## config.mk

```make
export PLATFORM = sky130hd
export DESIGN_NAME = fir_l2_serializer_flat
export DESIGN_NICKNAME = d
export VERILOG_FILES = /design/src/rtl/fir_l2_pkg.sv /design/src/rtl/fir_l2_serializer_if.sv /design/src/rtl/fir_l2_pair_fifo.sv /design/src/rtl/fir_l2_serializer.sv /design/src/flat_wrapper.sv
export SDC_FILE = /design/constraint.sdc
export NUM_CORES = 1
export LEC_CHECK = 0
export BUFFER_PORTS_ARGS = -buffer_cell sky130_fd_sc_hd__buf_2
export CAP_MARGIN = 20
export CORE_MARGIN = 3
export CORE_UTILIZATION = 45
export DETAILED_ROUTE_END_ITERATION = 16
export SETUP_SLACK_MARGIN = 0.5
export SYNTH_ARGS = -nofsm -noshare
export SYNTH_HDL_FRONTEND = slang
export SYNTH_SLANG_ARGS = --single-unit
```

## constraint.sdc

```tcl
create_clock -name clk -period 15.3 [get_ports clk]
set_input_delay 0.765 -clock clk [delete_from_list [all_inputs] [get_ports clk]]
set_output_delay 0.765 -clock clk [all_outputs]
set_load 0.02 [all_outputs]
```

## src/rtl/fir_l2_pkg.sv

```systemverilog
// fir_l2_pkg: shared widths and sample-pair type for the L2 parallel FIR datapath
package fir_l2_pkg;
    localparam int DATA_OUT_WIDTH = 64;
    typedef struct packed {
        logic signed [DATA_OUT_WIDTH-1:0] first;
        logic signed [DATA_OUT_WIDTH-1:0] second;
    } fir_pair_t;
endpackage

```

## src/rtl/fir_l2_serializer_if.sv

```systemverilog
// fir_l2_serializer_if: pair-in / sample-out handshake bundle
//   in_valid/in_ready/in_data_1/in_data_2 : pair side (even, odd sample)
//   out_valid/out_ready/out_data/out_phase : serial side
//   level : pairs stored, including a half-emitted pair
interface fir_l2_serializer_if
    import fir_l2_pkg::*;
#(
    parameter int DATA_WIDTH = DATA_OUT_WIDTH,
    parameter int DEPTH      = 4
);
    logic                         in_valid;
    logic                         in_ready;
    logic signed [DATA_WIDTH-1:0] in_data_1;
    logic signed [DATA_WIDTH-1:0] in_data_2;
    logic                         out_valid;
    logic                         out_ready;
    logic signed [DATA_WIDTH-1:0] out_data;
    logic                         out_phase;
    logic [$clog2(DEPTH):0]       level;
    modport master (
        output in_valid, in_data_1, in_data_2, out_ready,
        input  in_ready, out_valid, out_data, out_phase, level
    );
    modport slave (
        input  in_valid, in_data_1, in_data_2, out_ready,
        output in_ready, out_valid, out_data, out_phase, level
    );
endinterface

```

## src/rtl/fir_l2_pair_fifo.sv

```systemverilog
// fir_l2_pair_fifo: DEPTH-entry circular FIFO of sample pairs
//   clk/reset : clock, synchronous active-high reset (pointers and level only)
//   i_push/i_data : write a pair (ignored when full)
//   i_pop/o_data  : release the head pair (ignored when empty); o_data is the head
//   o_full/o_empty/o_level : occupancy
module fir_l2_pair_fifo
    import fir_l2_pkg::*;
#(
    parameter type T     = fir_pair_t,
    parameter int  DEPTH = 4
) (
    input  logic                   clk,
    input  logic                   reset,
    input  logic                   i_push,
    input  T                       i_data,
    input  logic                   i_pop,
    output T                       o_data,
    output logic                   o_full,
    output logic                   o_empty,
    output logic [$clog2(DEPTH):0] o_level
);
    localparam int AW = $clog2(DEPTH);
    localparam int LW = AW + 1;
    T                r_mem [DEPTH];
    logic [AW-1:0]   r_wr_ptr;
    logic [AW-1:0]   r_rd_ptr;
    logic [LW-1:0]   r_level;
    logic            w_push;
    logic            w_pop;
    assign w_push  = i_push && !o_full;
    assign w_pop   = i_pop && !o_empty;
    assign o_full  = r_level == LW'(DEPTH);
    assign o_empty = r_level == '0;
    assign o_level = r_level;
    assign o_data  = r_mem[r_rd_ptr];
    // storage is deliberately left out of reset
    always_ff @(posedge clk)
        if (w_push) r_mem[r_wr_ptr] <= i_data;
    // power-of-two depth: pointers wrap by natural overflow
    always_ff @(posedge clk) begin
        if (reset) begin
            r_wr_ptr <= '0;
            r_rd_ptr <= '0;
            r_level  <= '0;
        end else begin
            r_wr_ptr <= r_wr_ptr + AW'(w_push);
            r_rd_ptr <= r_rd_ptr + AW'(w_pop);
            r_level  <= r_level + LW'(w_push) - LW'(w_pop);
        end
    end
endmodule

```

## src/rtl/fir_l2_serializer.sv

```systemverilog
// fir_l2_serializer: turns buffered (even, odd) sample pairs into one in-order sample stream
//   clk/reset : clock, synchronous active-high reset
//   bus       : slave side of fir_l2_serializer_if (pair input, serial output, level)
module fir_l2_serializer
    import fir_l2_pkg::*;
#(
    parameter int DATA_WIDTH = DATA_OUT_WIDTH,
    parameter int DEPTH      = 4
) (
    input logic                clk,
    input logic                reset,
    fir_l2_serializer_if.slave bus
);
    typedef struct packed {
        logic signed [DATA_WIDTH-1:0] first;
        logic signed [DATA_WIDTH-1:0] second;
    } pair_t;
    pair_t w_in;
    pair_t w_head;
    logic  w_full;
    logic  w_empty;
    logic  w_push;
    logic  w_pop;
    logic  r_phase;
    assign w_in          = '{first: bus.in_data_1, second: bus.in_data_2};
    // in_ready comes from registered occupancy only, never from out_ready
    assign bus.in_ready  = !reset && !w_full;
    assign bus.out_valid = !reset && !w_empty;
    assign w_push        = bus.in_valid && bus.in_ready;
    assign w_pop         = bus.out_valid && bus.out_ready;
    assign bus.out_data  = r_phase ? w_head.second : w_head.first;
    assign bus.out_phase = r_phase;
    // the pair leaves the FIFO only once its odd sample is taken
    fir_l2_pair_fifo #(.T(pair_t), .DEPTH(DEPTH)) u_fifo (
        .clk     (clk),
        .reset   (reset),
        .i_push  (w_push),
        .i_data  (w_in),
        .i_pop   (w_pop && r_phase),
        .o_data  (w_head),
        .o_full  (w_full),
        .o_empty (w_empty),
        .o_level (bus.level)
    );
    always_ff @(posedge clk) begin
        if (reset) r_phase <= 1'b0;
        else if (w_pop) r_phase <= !r_phase;
    end
endmodule

```

## src/flat_wrapper.sv

```systemverilog
// flat-port wrapper written by rule: the top's interface ports become plain ports
module fir_l2_serializer_flat import fir_l2_pkg::*;
#(
    parameter int DATA_WIDTH = DATA_OUT_WIDTH,
    parameter int DEPTH      = 4
)
  (clk, reset, bus_in_valid, bus_in_data_1, bus_in_data_2, bus_out_ready, bus_in_ready, bus_out_valid, bus_out_data, bus_out_phase, bus_level);
  fir_l2_serializer_if #(.DATA_WIDTH(DATA_WIDTH), .DEPTH(DEPTH)) bus_i ();
  input logic clk;
  input logic reset;
  input wire logic [$bits(bus_i.in_valid)-1:0] bus_in_valid;
  input wire logic [$bits(bus_i.in_data_1)-1:0] bus_in_data_1;
  input wire logic [$bits(bus_i.in_data_2)-1:0] bus_in_data_2;
  input wire logic [$bits(bus_i.out_ready)-1:0] bus_out_ready;
  output wire logic [$bits(bus_i.in_ready)-1:0] bus_in_ready;
  output wire logic [$bits(bus_i.out_valid)-1:0] bus_out_valid;
  output wire logic [$bits(bus_i.out_data)-1:0] bus_out_data;
  output wire logic [$bits(bus_i.out_phase)-1:0] bus_out_phase;
  output wire logic [$bits(bus_i.level)-1:0] bus_level;
  assign bus_i.in_valid = bus_in_valid;
  assign bus_i.in_data_1 = bus_in_data_1;
  assign bus_i.in_data_2 = bus_in_data_2;
  assign bus_i.out_ready = bus_out_ready;
  assign bus_in_ready = bus_i.in_ready;
  assign bus_out_valid = bus_i.out_valid;
  assign bus_out_data = bus_i.out_data;
  assign bus_out_phase = bus_i.out_phase;
  assign bus_level = bus_i.level;
  fir_l2_serializer #(.DATA_WIDTH(DATA_WIDTH), .DEPTH(DEPTH)) u_core (.clk(clk), .reset(reset), .bus(bus_i));
endmodule
```

==> summary.md, run 1 <==
| Metric | Value |
|---|---|
| Root buf cell | `clkbuf_16` |
| Core area | `about 43,000 um^2` |
| GR Overflow Total | `0` |
| Post-synth EDFFs | `roughly 510` |
| Initial antenna violation count | `8` |
| Worst skew pair latency | `0.58 ns` |
| Fillers | `3,280` |
| Final Max Slew Viols | `0` |
| Final cell count without fillers | `1,632` |
| CTS tree | `built` |
| Status | `complete, no violations` |
| Lkg Pwr | `7.34 nW` |
| Max layer used | `met5` |
| Largest net degree at the start of global routing | `between 60 and 70` |
| DIE AREA | `46,100 um^2` |
| Final hold slack | `0.399 ns` |
| Unique cell type count in the Yosys netlist | `27` |
| HP Class | `in2reg` |
| Port Buffers | `201` |
| Maximum clock path buffer count | `3` |
| Flops & latches, synth | `520` |
| Post-CTS resize count | `0` |
| Vias | `8,685` |
| Fin. Hold Viols | `0` |
| Detail Route Antenna Nets | `0` |
| Mapped Nets | `920` |
| Ratio of cells with drive above 1 in the final layout | `45.9%` |
| Die Wd | `about 210 um` |
| Peak supply drop | `approximately 0.000093 V` |
| 1st-pass router iterations | `4` |
| Dominant synthesized flop cell | `edfxtp_1` |
| Total track usage | `16.2%` |
| Netlist Area Pre-Place | `19,600 um^2` |
| DRC errors left | `0` |
| F_max | `234 MHz` |
| DR WL/cell | `22.4 um` |
| Placed cell count | `1,541` |
| Postcts setup bufs | `0` |
| First-pass GRT wire length | `57,400 um` |
| Slew headroom | `31.4%` |
| Clock Pin Slew Worst Setup and Hold Paths | `0.06 ns` |
| Vias/cell | `5.32` |
| Layout Nets | `1,154` |
| Routed WL | `approximately 37,000 um` |
| Vias in the first global route | `9,723` |
| Worst setup EP type | `output port` |
| Ranking of synthesized cells by area | `edfxtp_1, mux4_2, mux2_2` |
| Pwr per Cell Area | `around 130 nW/um^2` |
| Final Cell Area | `approximately 23,000 um^2` |
| Cell type with the largest total area after synthesis | `edfxtp_1` |
| Final worst slack | `11.02 ns` |
| Die H | `215 um` |
| Worst Path Required | `14.53 ns` |
| Wl on met1 | `15,300 um` |
| Slew @ Worst Pin | `1.03 ns` |
| CTS H-tree depth | `2` |
| DR iter-0 viols | `608` |
| Post-DP Area | `between 20,000 and 25,000 um^2` |
| Max-Cap Viols | `0` |
| Critical path type | `reg2out` |
| Detail Placement HPWL | `20,700 um` |
| Setup violations, final | `0` |
| Synth top area share | `78.4%` |
| # IOs | `202` |
| Setup slack at placement | `11.48 ns` |
| Setup crit start kind | `flop` |
| DR WL met3 | `2440 um` |
| Syn Area/Cell | `25.0 um^2` |
| Initial Util | `a little under half` |
| Setup TNS | `0 ns` |
| Final Cycle Share | `28.0%` |
| Met2 WL | `18,200 um` |
| Final min period | `4.28 ns` |
| Hold buffers post-CTS | `0` |
| Total CTS buffers | `53` |
| Skew final | `0.0104 ns` |
| Seq/Total Area, Yosys | `a little under 80%` |
| Cell Rows | `between 70 and 80` |
| GPL Wtd Cong | `0.704` |
| Clock sinks | `520` |
| Worst EP arrival | `3.51 ns` |
| Critical path peak fanout | `48` |
| RSZ-0062 raised after global routing | `no` |
| Async SR Flop Fraction | `0%` |
| Yosys warning total | `0` |
| Post-Syn Instances | `785` |
| Area grow syn2layout | `16.7%` |
-- sequential cells by signal, summed over array words and instances, names as in the netlist --
name	cells
u_core.bus.out_phase	1
u_core.u_fifo.r_mem	512
u_core.u_fifo.o_level	3
u_core.u_fifo.r_wr_ptr	2
u_core.u_fifo.r_rd_ptr	2
-- worst max-delay path: stages, from the launching register on --
cell and delay (ns):
dfxtp_4 1.00, buf_4 0.82, mux4_2 0.59, mux2_2 0.28, buf_2 0.16
-- area by class of cell --
class	instances	area, um^2	area share (%)
Inverter	2	7.51	0.0328
Tap cell	577	722	3.16
Clock inverter	22	191	0.837
Multi-Input combinational cell	226	3860	16.9
Antenna cell	3	7.51	0.0328
Timing Repair Buffer	216	1120	4.89
Sequential cell	520	15500	68.0
Clock buffer	66	1420	6.20
-- final timing paths --
check / from / end / slack (ns) / cells after the start
worst min register to register: u_core.u_fifo.r_wr_ptr[1]$_SDFF_PP0_ / u_core.u_fifo.r_wr_ptr[1]$_SDFF_PP0_ / 0.59 / 2
worst min-delay path: bus_in_data_2[29] / u_core.u_fifo.r_mem[1][29]$_DFFE_PP_ / 0.40 / 1
worst max register to register: u_core.u_fifo.o_level[1]$_SDFF_PP0_ / u_core.u_fifo.r_mem[2][28]$_DFFE_PP_ / 12.67 / 5
worst max-delay path: u_core.u_fifo.r_rd_ptr[0]$_SDFF_PP0_ / bus_out_data[35] / 11.02 / 4
-- cells by family (layout without fill, tap and decap cells) --
family | Yosys count | count (layout) | synth area share (%)
fa+ha+maj | 3 | 3 | 0.230
other cells | 0 | 3 | 0
xor+xnor | 5 | 5 | 0.223
simple gates | 22 | 22 | 0.613
flops | 520 | 520 | 79.2
compound gates | 3 | 3 | 0.0893
mux | 193 | 193 | 18.4
buf+inv | 39 | 306 | 1.16
-- cell usage in the layout (no fill, tap or decap), drive strengths merged --
cell type and count:
nor2b 5, mux4 128, clkbuf 66, nand2b 1, mux2i 1, dfxtp 8
nand2 3, xnor2 4, a21oi 1, fa 1, mux2 64, nor2 4
xor2 1, buf 216, o21ai 1, or3b 1, nand3 1, inv 4
clkinv 15, edfxtp 512, and3 1, bufinv 3, o31ai 1, clkinvlp 2
ha 2, nor3 3, nor3b 2, diode 3, or3 1
-- metal layers --
layer | track usage, % | vias up
met3 | 4.19 | 55
met1 | 21.6 | 4550
met5 | 0 | -
met4 | 4.61 | 10
li1 | - | 3834
met2 | 26.8 | 236
-- through the flow --
step | total power [mW] | util (%)
after global placement | 1.91 | 50.0
after global routing | 3.20 | 53.8
after detailed placement | 1.91 | 50.0
after CTS | 3.12 | 53.8
final | 3.08 | 53.8
after floorplan | 1.83 | -
-- synthesized netlist by cell type, types with 2 or more instances --
cell and count:
nor3b_1 2, nor2_1 4, buf_2 5, buf_6 10
mux2_2 64, nor3_1 3, dfxtp_1 8, inv_1 2
nand2_1 3, ha_1 2, mux4_2 128, clkbuf_1 17
buf_1 5, nor2b_1 5, edfxtp_1 512, xnor2_1 4
-- report_power, final --
part | switching [mW] | total, mW | internal (mW)
Clock | 0.498 | 1.20 | 0.701
Combinational | 0.137 | 0.245 | 0.108
Sequential | 0.0219 | 1.63 | 1.61
Total | 0.657 | 3.08 | 2.42
Power figures use the tool's default switching activity.
==> run 2: changes to the inputs <==
==> constraint.sdc (replaced) <==
create_clock -name clk -period 4.1 [get_ports clk]
set_input_delay 0.205 -clock clk [delete_from_list [all_inputs] [get_ports clk]]
set_output_delay 0.205 -clock clk [all_outputs]
set_load 0.02 [all_outputs]
==> summary.md, run 2 (synthesis results as in run 1) <==
| Metric | Value |
|---|---|
| Status | `complete, no violations (unchanged)` |
| Final Cycle Share | `a little under three quarters` |
| Placed cell count | `1,542 (was 1,541)` |
| Die Wd | `215 um (unchanged)` |
| Vias/cell | `5.15 (was 5.32)` |
| Cell Rows | `75 (unchanged)` |
| Pwr per Cell Area | `478 nW/um^2 (was 135 nW/um^2)` |
| Final min period | `2.95 ns` |
| Worst setup EP type | `output port (unchanged)` |
| Layout Nets | `1,284 (was 1,154)` |
| Commonest non-fill, non-tap cell in the layout | `edfxtp_1 (unchanged)` |
| Area grow syn2layout | `23.9% (was 16.7%)` |
| Hold depth | `2 (was 1)` |
| Clock sinks | `520 (unchanged)` |
| Sequential Power Share | `52.5% (was 53.1%)` |
| Final worst slack | `1.15 ns (was 11.02 ns)` |
| First-pass GRT wire length | `58,500 um (was 57,400 um)` |
| Routed WL | `37,000 um (was 36,600 um)` |
| HP Class | `in2reg (unchanged)` |
| Peak supply drop | `0.000369 V (was 0.0000932 V)` |
| Clock Pin Slew Worst Setup and Hold Paths | `0.06 ns (about the same)` |
| Detail Route Antenna Nets | `0 (unchanged)` |
| Hold EP | `u_core.u_fifo.r_mem[1][52]$_DFFE_PP_ (was u_core.u_fifo.r_mem[1][29]$_DFFE_PP_)` |
| Final cell count without fillers | `1,768 (was 1,632)` |
| Critical path type | `reg2out (unchanged)` |
| Root buf cell | `clkbuf_16 (unchanged)` |
| Final Max Slew Viols | `0 (unchanged)` |
| # IOs | `202 (unchanged)` |
| Core area | `42,500 um^2 (unchanged)` |
| Worst skew pair latency | `0.57 ns (was 0.58 ns)` |
| Footprint of the multi-input gates | `3890 um^2 (was 3860 um^2)` |
| Skew final | `0.0107 ns (was 0.0104 ns)` |
| Switching share of power | `21.4% (about the same)` |
| Fin. Hold Viols | `0 (unchanged)` |
| Fillers | `3,191 (was 3,280)` |
| Slew @ Worst Pin | `1.03 ns (about the same)` |
| Worst stage delay on the critical path | `0.70 ns (was 1.00 ns)` |
| Port Buffers | `201 (unchanged)` |
| Lkg Pwr | `7.92 nW (was 7.34 nW)` |
| Largest net degree at the start of global routing | `68 (was 67)` |
| Vias in the first global route | `10,200 (was 9,723)` |
| Register area | `15,600 um^2 (was 15,500 um^2)` |
| P_int | `9.12 mW (was 2.42 mW)` |
| Clk pwr share | `38.6% (was 39.0%)` |
| Crit Reg-Reg Startpoint | `u_core.bus.out_phase$_SDFFE_PP0N_ (was u_core.u_fifo.o_level[1]$_SDFF_PP0_)` |
| Total track usage | `16.3% (was 16.2%)` |
| Vias | `9,097 (was 8,685)` |
| Critical R2R Capture | `u_core.u_fifo.o_level[2]$_SDFF_PP0_ (was u_core.u_fifo.r_mem[2][28]$_DFFE_PP_)` |
| Ratio of cells with drive above 1 in the final layout | `41.2% (was 45.9%)` |
| Max-Cap Viols | `0 (unchanged)` |
| Combinational power share | `8.9% (was 8.0%)` |
| CTS H-tree depth | `2 (unchanged)` |
| Reg2reg setup slack | `1.71 ns (was 12.67 ns)` |
| 1st-pass router iterations | `5 (was 4)` |
| Setup violations, final | `0 (unchanged)` |
| Critical Path, Cell by Cell | `buf_12 > mux4_2 > mux2_2 > buf_2 (was buf_4 > mux4_2 > mux2_2 > buf_2)` |
| Initial antenna violation count | `3 (was 8)` |
| Critical path peak fanout | `43 (was 48)` |
| Setup crit start kind | `flop (unchanged)` |
| Reg2reg path depth | `8 (was 5)` |
| Largest reg by FF count | `u_core.u_fifo.r_mem (unchanged)` |
| Worst Path Required | `3.89 ns (was 14.53 ns)` |
| Most frequent cells in the layout | `edfxtp_1, buf_2, dlygate4sd3_1 (was edfxtp_1, buf_2, mux4_2)` |
| GR Overflow Total | `0 (unchanged)` |
| DRC errors left | `0 (unchanged)` |
| RSZ-0062 raised after global routing | `no (unchanged)` |
| DIE AREA | `46,100 um^2 (unchanged)` |
| HP Start | `bus_in_data_2[52] (was bus_in_data_2[29])` |
| Number of flip-flops in the largest register | `512 (unchanged)` |
| Maximum clock path buffer count | `3 (unchanged)` |
| CP max-delay cell | `dfxtp_4 (unchanged)` |
| GPL Wtd Cong | `0.667 (was 0.704)` |
| CTS tree | `built (unchanged)` |
| DR WL/cell | `20.9 um (was 22.4 um)` |
| Die H | `215 um (unchanged)` |
| Postcts setup bufs | `0 (unchanged)` |
| Switching power | `2.48 mW (was 657 uW)` |
| Detail Placement HPWL | `20,400 um (was 20,700 um)` |
| DR iter-0 viols | `429 (was 608)` |
| Worst EP arrival | `2.74 ns (was 3.51 ns)` |
| Setup slack at placement | `1.65 ns (was 11.48 ns)` |
| Slew headroom | `31.5% (was 31.4%)` |
| Total CTS buffers | `52 (was 53)` |
| F_max | `339 MHz` |
| Initial Util | `46.1% (unchanged)` |
==> run 2: worst max-delay path, delay by kind of cell (launching register included) <==
family	cells	cell delay, ns
mux	2	0.86
flops	1	0.70
buf+inv	2	0.57
==> run 2: worst max-delay path by stage <==
| stage | start | slack [ns] | cells past startpoint | end |
|---|---|---|---|---|
| final | u_core.u_fifo.r_rd_ptr[0]$_SDFF_PP0_ | 1.15 | 4 | bus_out_data[1] |
| after global routing | u_core.u_fifo.r_rd_ptr[0]$_SDFF_PP0_ | 0.93 | 4 | bus_out_data[1] |
| after CTS | u_core.u_fifo.r_rd_ptr[0]$_SDFF_PP0_ | 1.02 | 4 | bus_out_data[56] |
| after detailed placement | u_core.u_fifo.r_rd_ptr[0]$_SDFF_PP0_ | 1.65 | 4 | bus_out_data[15] |
| after global placement | u_core.u_fifo.r_rd_ptr[0]$_SDFF_PP0_ | 1.66 | 4 | bus_out_data[56] |
| after floorplan | u_core.u_fifo.o_level[2]$_SDFF_PP0_ | -0.31 | 3 | u_core.u_fifo.r_mem[2][0]$_DFFE_PP_ |
==> run 2: per-layer routing <==
| layer | track usage, % | routed length (um) | share of wire, % |
|---|---|---|---|
| met4 | 3.68 | 578 | 1.6 |
| met5 | 0 | 0 | 0 |
| met1 | 21.4 | 15800 | 43 |
| met3 | 4.15 | 1930 | 5.2 |
| met2 | 27.8 | 18700 | 50 |
==> run 2: area by class of cell <==
type / count / area share (%)
clock inverters: 25 / 0.912
well taps: 577 / 2.97
inverters: 2 / 0.0309
multi-input cells: 226 / 16.0
diodes: 3 / 0.0309
clock buffers: 68 / 5.69
flip-flops and latches: 520 / 64.0
repair buffers: 347 / 10.4
==> run 2: per-stage QoR <==
stage	area (um^2)	setup TNS, ns	util, %	hold WS, ns	total power [mW]
2_1_floorplan	19700	-82.21	-	0.304	6.79
3_3_place_gp	21400	0	50.3	0.419	7.14
3_5_place_dp	21400	0	50.3	0.423	7.16
4_1_cts	24300	0	57.1	0.335	11.8
5_1_grt	24300	0	57.2	0.356	12.0
6_report	24300	0	57.2	0.379	11.6
==> run 2: power by group through the flow <==
stage	clock network [mW]	logic, mW	registers [mW]
after floorplan	0	0.615	6.18
after global placement	0	0.945	6.20
after detailed placement	0	0.952	6.21
after CTS	4.61	1.06	6.09
after global routing	4.83	1.12	6.10
final	4.48	1.04	6.09
==> run 2: what timing repair did <==
item | CTS | global route
hold endpoints to repair | 519 | 0
hold buffers | 130 | 0
resized for setup | 0 | 0
==> run 3: changes to the inputs <==
==> constraint.sdc (replaced) <==
create_clock -name clk -period 3.1 [get_ports clk]
set_input_delay 0.155 -clock clk [delete_from_list [all_inputs] [get_ports clk]]
set_output_delay 0.155 -clock clk [all_outputs]
set_load 0.02 [all_outputs]
==> summary.md, run 3 (synthesis results as in run 1) <==
| Metric | Value |
|---|---|
| DR iter-0 viols | `618 (was 429)` |
| First-pass GRT wire length | `60,500 um (was 58,500 um)` |
| Area grow syn2layout | `25.6% (was 23.9%)` |
| Detail Placement HPWL | `21,400 um (was 20,400 um)` |
| Number of flip-flops in the largest register | `512 (unchanged)` |
| Crit path top cell by count | `buf_12` |
| Placed cell count | `1,554 (was 1,542)` |
| Worst Path Required | `2.94 ns (was 3.89 ns)` |
| Hold EP | `u_core.u_fifo.r_mem[3][14]$_DFFE_PP_ (was u_core.u_fifo.r_mem[1][52]$_DFFE_PP_)` |
| Status | `complete, no violations (unchanged)` |
| DIE AREA | `46,100 um^2 (unchanged)` |
| HP Start | `bus_in_data_2[14] (was bus_in_data_2[52])` |
| Final Cycle Share | `between 80 and 90%` |
| Total track usage | `17.0% (was 16.3%)` |
| Final cell count without fillers | `1,788 (was 1,768)` |
| Largest reg by FF count | `u_core.u_fifo.r_mem (unchanged)` |
| Vias/cell | `5.16 (was 5.15)` |
| Total CTS buffers | `54 (was 52)` |
| Worst EP arrival | `2.34 ns (was 2.74 ns)` |
| Vias | `9,230 (was 9,097)` |
| Final hold slack | `0.326 ns (was 0.379 ns)` |
| Cell Rows | `75 (unchanged)` |
| Crit Reg-Reg Startpoint | `u_core.u_fifo.o_level[2]$_SDFF_PP0_ (was u_core.bus.out_phase$_SDFFE_PP0N_)` |
| Initial antenna violation count | `4 (was 3)` |
| Maximum clock path buffer count | `3 (unchanged)` |
| Footprint of the multi-input gates | `3890 um^2 (unchanged)` |
| Setup TNS | `0 ns (unchanged)` |
| Largest net degree at the start of global routing | `82 (was 68)` |
| Clock sinks | `520 (unchanged)` |
| CTS tree | `built (unchanged)` |
| Worst setup EP type | `output port (unchanged)` |
| Setup crit start kind | `flop (unchanged)` |
| Reg2reg path depth | `5 (was 8)` |
| Port Buffers | `201 (unchanged)` |
| Most frequent cells in the layout | `edfxtp_1, buf_2, dlygate4sd3_1 (unchanged)` |
| HP Class | `in2reg (unchanged)` |
| Slew headroom | `48.0% (was 31.5%)` |
| Critical path peak fanout | `21 (was 43)` |
| Initial Util | `46.1% (unchanged)` |
| DRC errors left | `0 (unchanged)` |
| Vias in the first global route | `10,500 (was 10,200)` |
| Commonest non-fill, non-tap cell in the layout | `edfxtp_1 (unchanged)` |
| Fin. Hold Viols | `0 (unchanged)` |
| Critical Path, Cell by Cell | `buf_12 > buf_12 > mux4_2 > mux2_2 > buf_2 (was buf_12 > mux4_2 > mux2_2 > buf_2)` |
| CTS H-tree depth | `2 (unchanged)` |
| Root buf cell | `clkbuf_16 (unchanged)` |
| Critical R2R Capture | `u_core.u_fifo.r_mem[3][33]$_DFFE_PP_ (was u_core.u_fifo.o_level[2]$_SDFF_PP0_)` |
| Slew @ Worst Pin | `0.781 ns (was 1.03 ns)` |
| F_max | `between 400 and 500 MHz` |
| Pwr per Cell Area | `631 nW/um^2 (was 478 nW/um^2)` |
| Clock Pin Slew Worst Setup and Hold Paths | `0.06 ns (about the same)` |
| CP max-delay cell | `mux4_2 (was dfxtp_4)` |
| # IOs | `202 (unchanged)` |
| Final min period | `2.50 ns` |
| 1st-pass router iterations | `4 (was 5)` |
| Reg2reg setup slack | `0.74 ns (was 1.71 ns)` |
| Final Max Slew Viols | `0 (unchanged)` |
| Lkg Pwr | `8.07 nW (was 7.92 nW)` |
| Skew final | `0.0180 ns (was 0.0107 ns)` |
| Routed WL | `38,200 um (was 37,000 um)` |
| RSZ-0062 raised after global routing | `no (unchanged)` |
| Hold depth | `2 (unchanged)` |
| Worst stage delay on the critical path | `0.53 ns (was 0.70 ns)` |
| Die H | `215 um (unchanged)` |
| Setup violations, final | `0 (unchanged)` |
| Fillers | `3,137 (was 3,191)` |
| Critical path type | `reg2out (unchanged)` |
| Ratio of cells with drive above 1 in the final layout | `42.0% (was 41.2%)` |
| Max-Cap Viols | `0 (unchanged)` |
| Die Wd | `215 um (unchanged)` |
| Register area | `15,600 um^2 (unchanged)` |
| GR Overflow Total | `0 (unchanged)` |
| DR WL/cell | `21.4 um (was 20.9 um)` |
| Core area | `42,500 um^2 (unchanged)` |
| Worst skew pair latency | `0.58 ns (was 0.57 ns)` |
| GPL Wtd Cong | `0.714 (was 0.667)` |
| Layout Nets | `1,302 (was 1,284)` |
| Peak supply drop | `0.000491 V (was 0.000369 V)` |
| Detail Route Antenna Nets | `0 (unchanged)` |
## run 3: cell count changes in the layout (fill, tap and decap cells not counted)
| cell | delta |
|---|---|
| buf_12 | +8 |
| buf_16 | +2 |
| buf_4 | +4 |
| buf_6 | +1 |
| buf_8 | +1 |
| clkbuf_1 | -2 |
| clkbuf_16 | +2 |
| clkinv_1 | +5 |
| clkinvlp_4 | +1 |
| diode_2 | -1 |
| inv_6 | -1 |
## run 3: worst max path at each step
stage,startpoint,to,slack [ns],cells after the start
after CTS,u_core.u_fifo.r_rd_ptr[0]$_SDFF_PP0_,bus_out_data[24],0.53,5
after global routing,u_core.u_fifo.r_rd_ptr[0]$_SDFF_PP0_,bus_out_data[18],0.50,5
after floorplan,u_core.u_fifo.o_level[2]$_SDFF_PP0_,u_core.u_fifo.r_mem[2][0]$_DFFE_PP_,-1.31,3
after detailed placement,reset,u_core.u_fifo.r_mem[3][28]$_DFFE_PP_,0.66,6
final,u_core.u_fifo.r_rd_ptr[0]$_SDFF_PP0_,bus_out_data[24],0.60,5
after global placement,reset,u_core.u_fifo.r_mem[3][28]$_DFFE_PP_,0.70,6
## run 3: power by group
part	leakage (nW)	total (mW)	switching, mW	internal, mW
clock	0.815	6.08	2.52	3.56
combinational	2.53	1.43	0.753	0.679
sequential	4.72	8.04	0.0828	7.95
total	8.07	15.5	3.35	12.2
## run 3: what timing repair did
item,CTS,global route
hold endpoints to repair,520,0
gates resized for setup,1,1
endpoints found under the setup margin,61,2
buffers inserted,4,0
hold buffers,130,0
## run 3: cell type report
class / instances / area share, %
diodes: 2 / 0.0203
clock buffers: 68 / 5.79
clock inverters: 30 / 0.971
inverters: 2 / 0.0305
multi-input cells: 226 / 15.8
flip-flops and latches: 520 / 63.2
well taps: 577 / 2.93
repair buffers: 363 / 11.3
## run 3: metrics by stage
stage	cell area (um^2)	util [%]	power, mW	setup slack, ns
after CTS	24600	57.9	15.8	0.529
after detailed placement	21600	50.7	9.49	0.663
after floorplan	19700	-	8.98	-1.31
final	24600	57.9	15.5	0.604
after global routing	24600	57.9	16.2	0.500
after global placement	21600	50.7	9.47	0.700
## run 3: critical path: cells and delay by family, from the launching register on
kind | cells | cell delay [ns]
multiplexers | 2 | 0.81
flip-flops | 1 | 0.41
buffers and inverters | 3 | 0.52
## run 3: per-layer routing
| metal | track usage [%] | share of wire [%] |
|---|---|---|
| met1 | 22.8 | 43 |
| met2 | 28.1 | 50 |
| met3 | 3.98 | 5.5 |
| met4 | 5.15 | 1.9 |
| met5 | 0 | 0.071 |
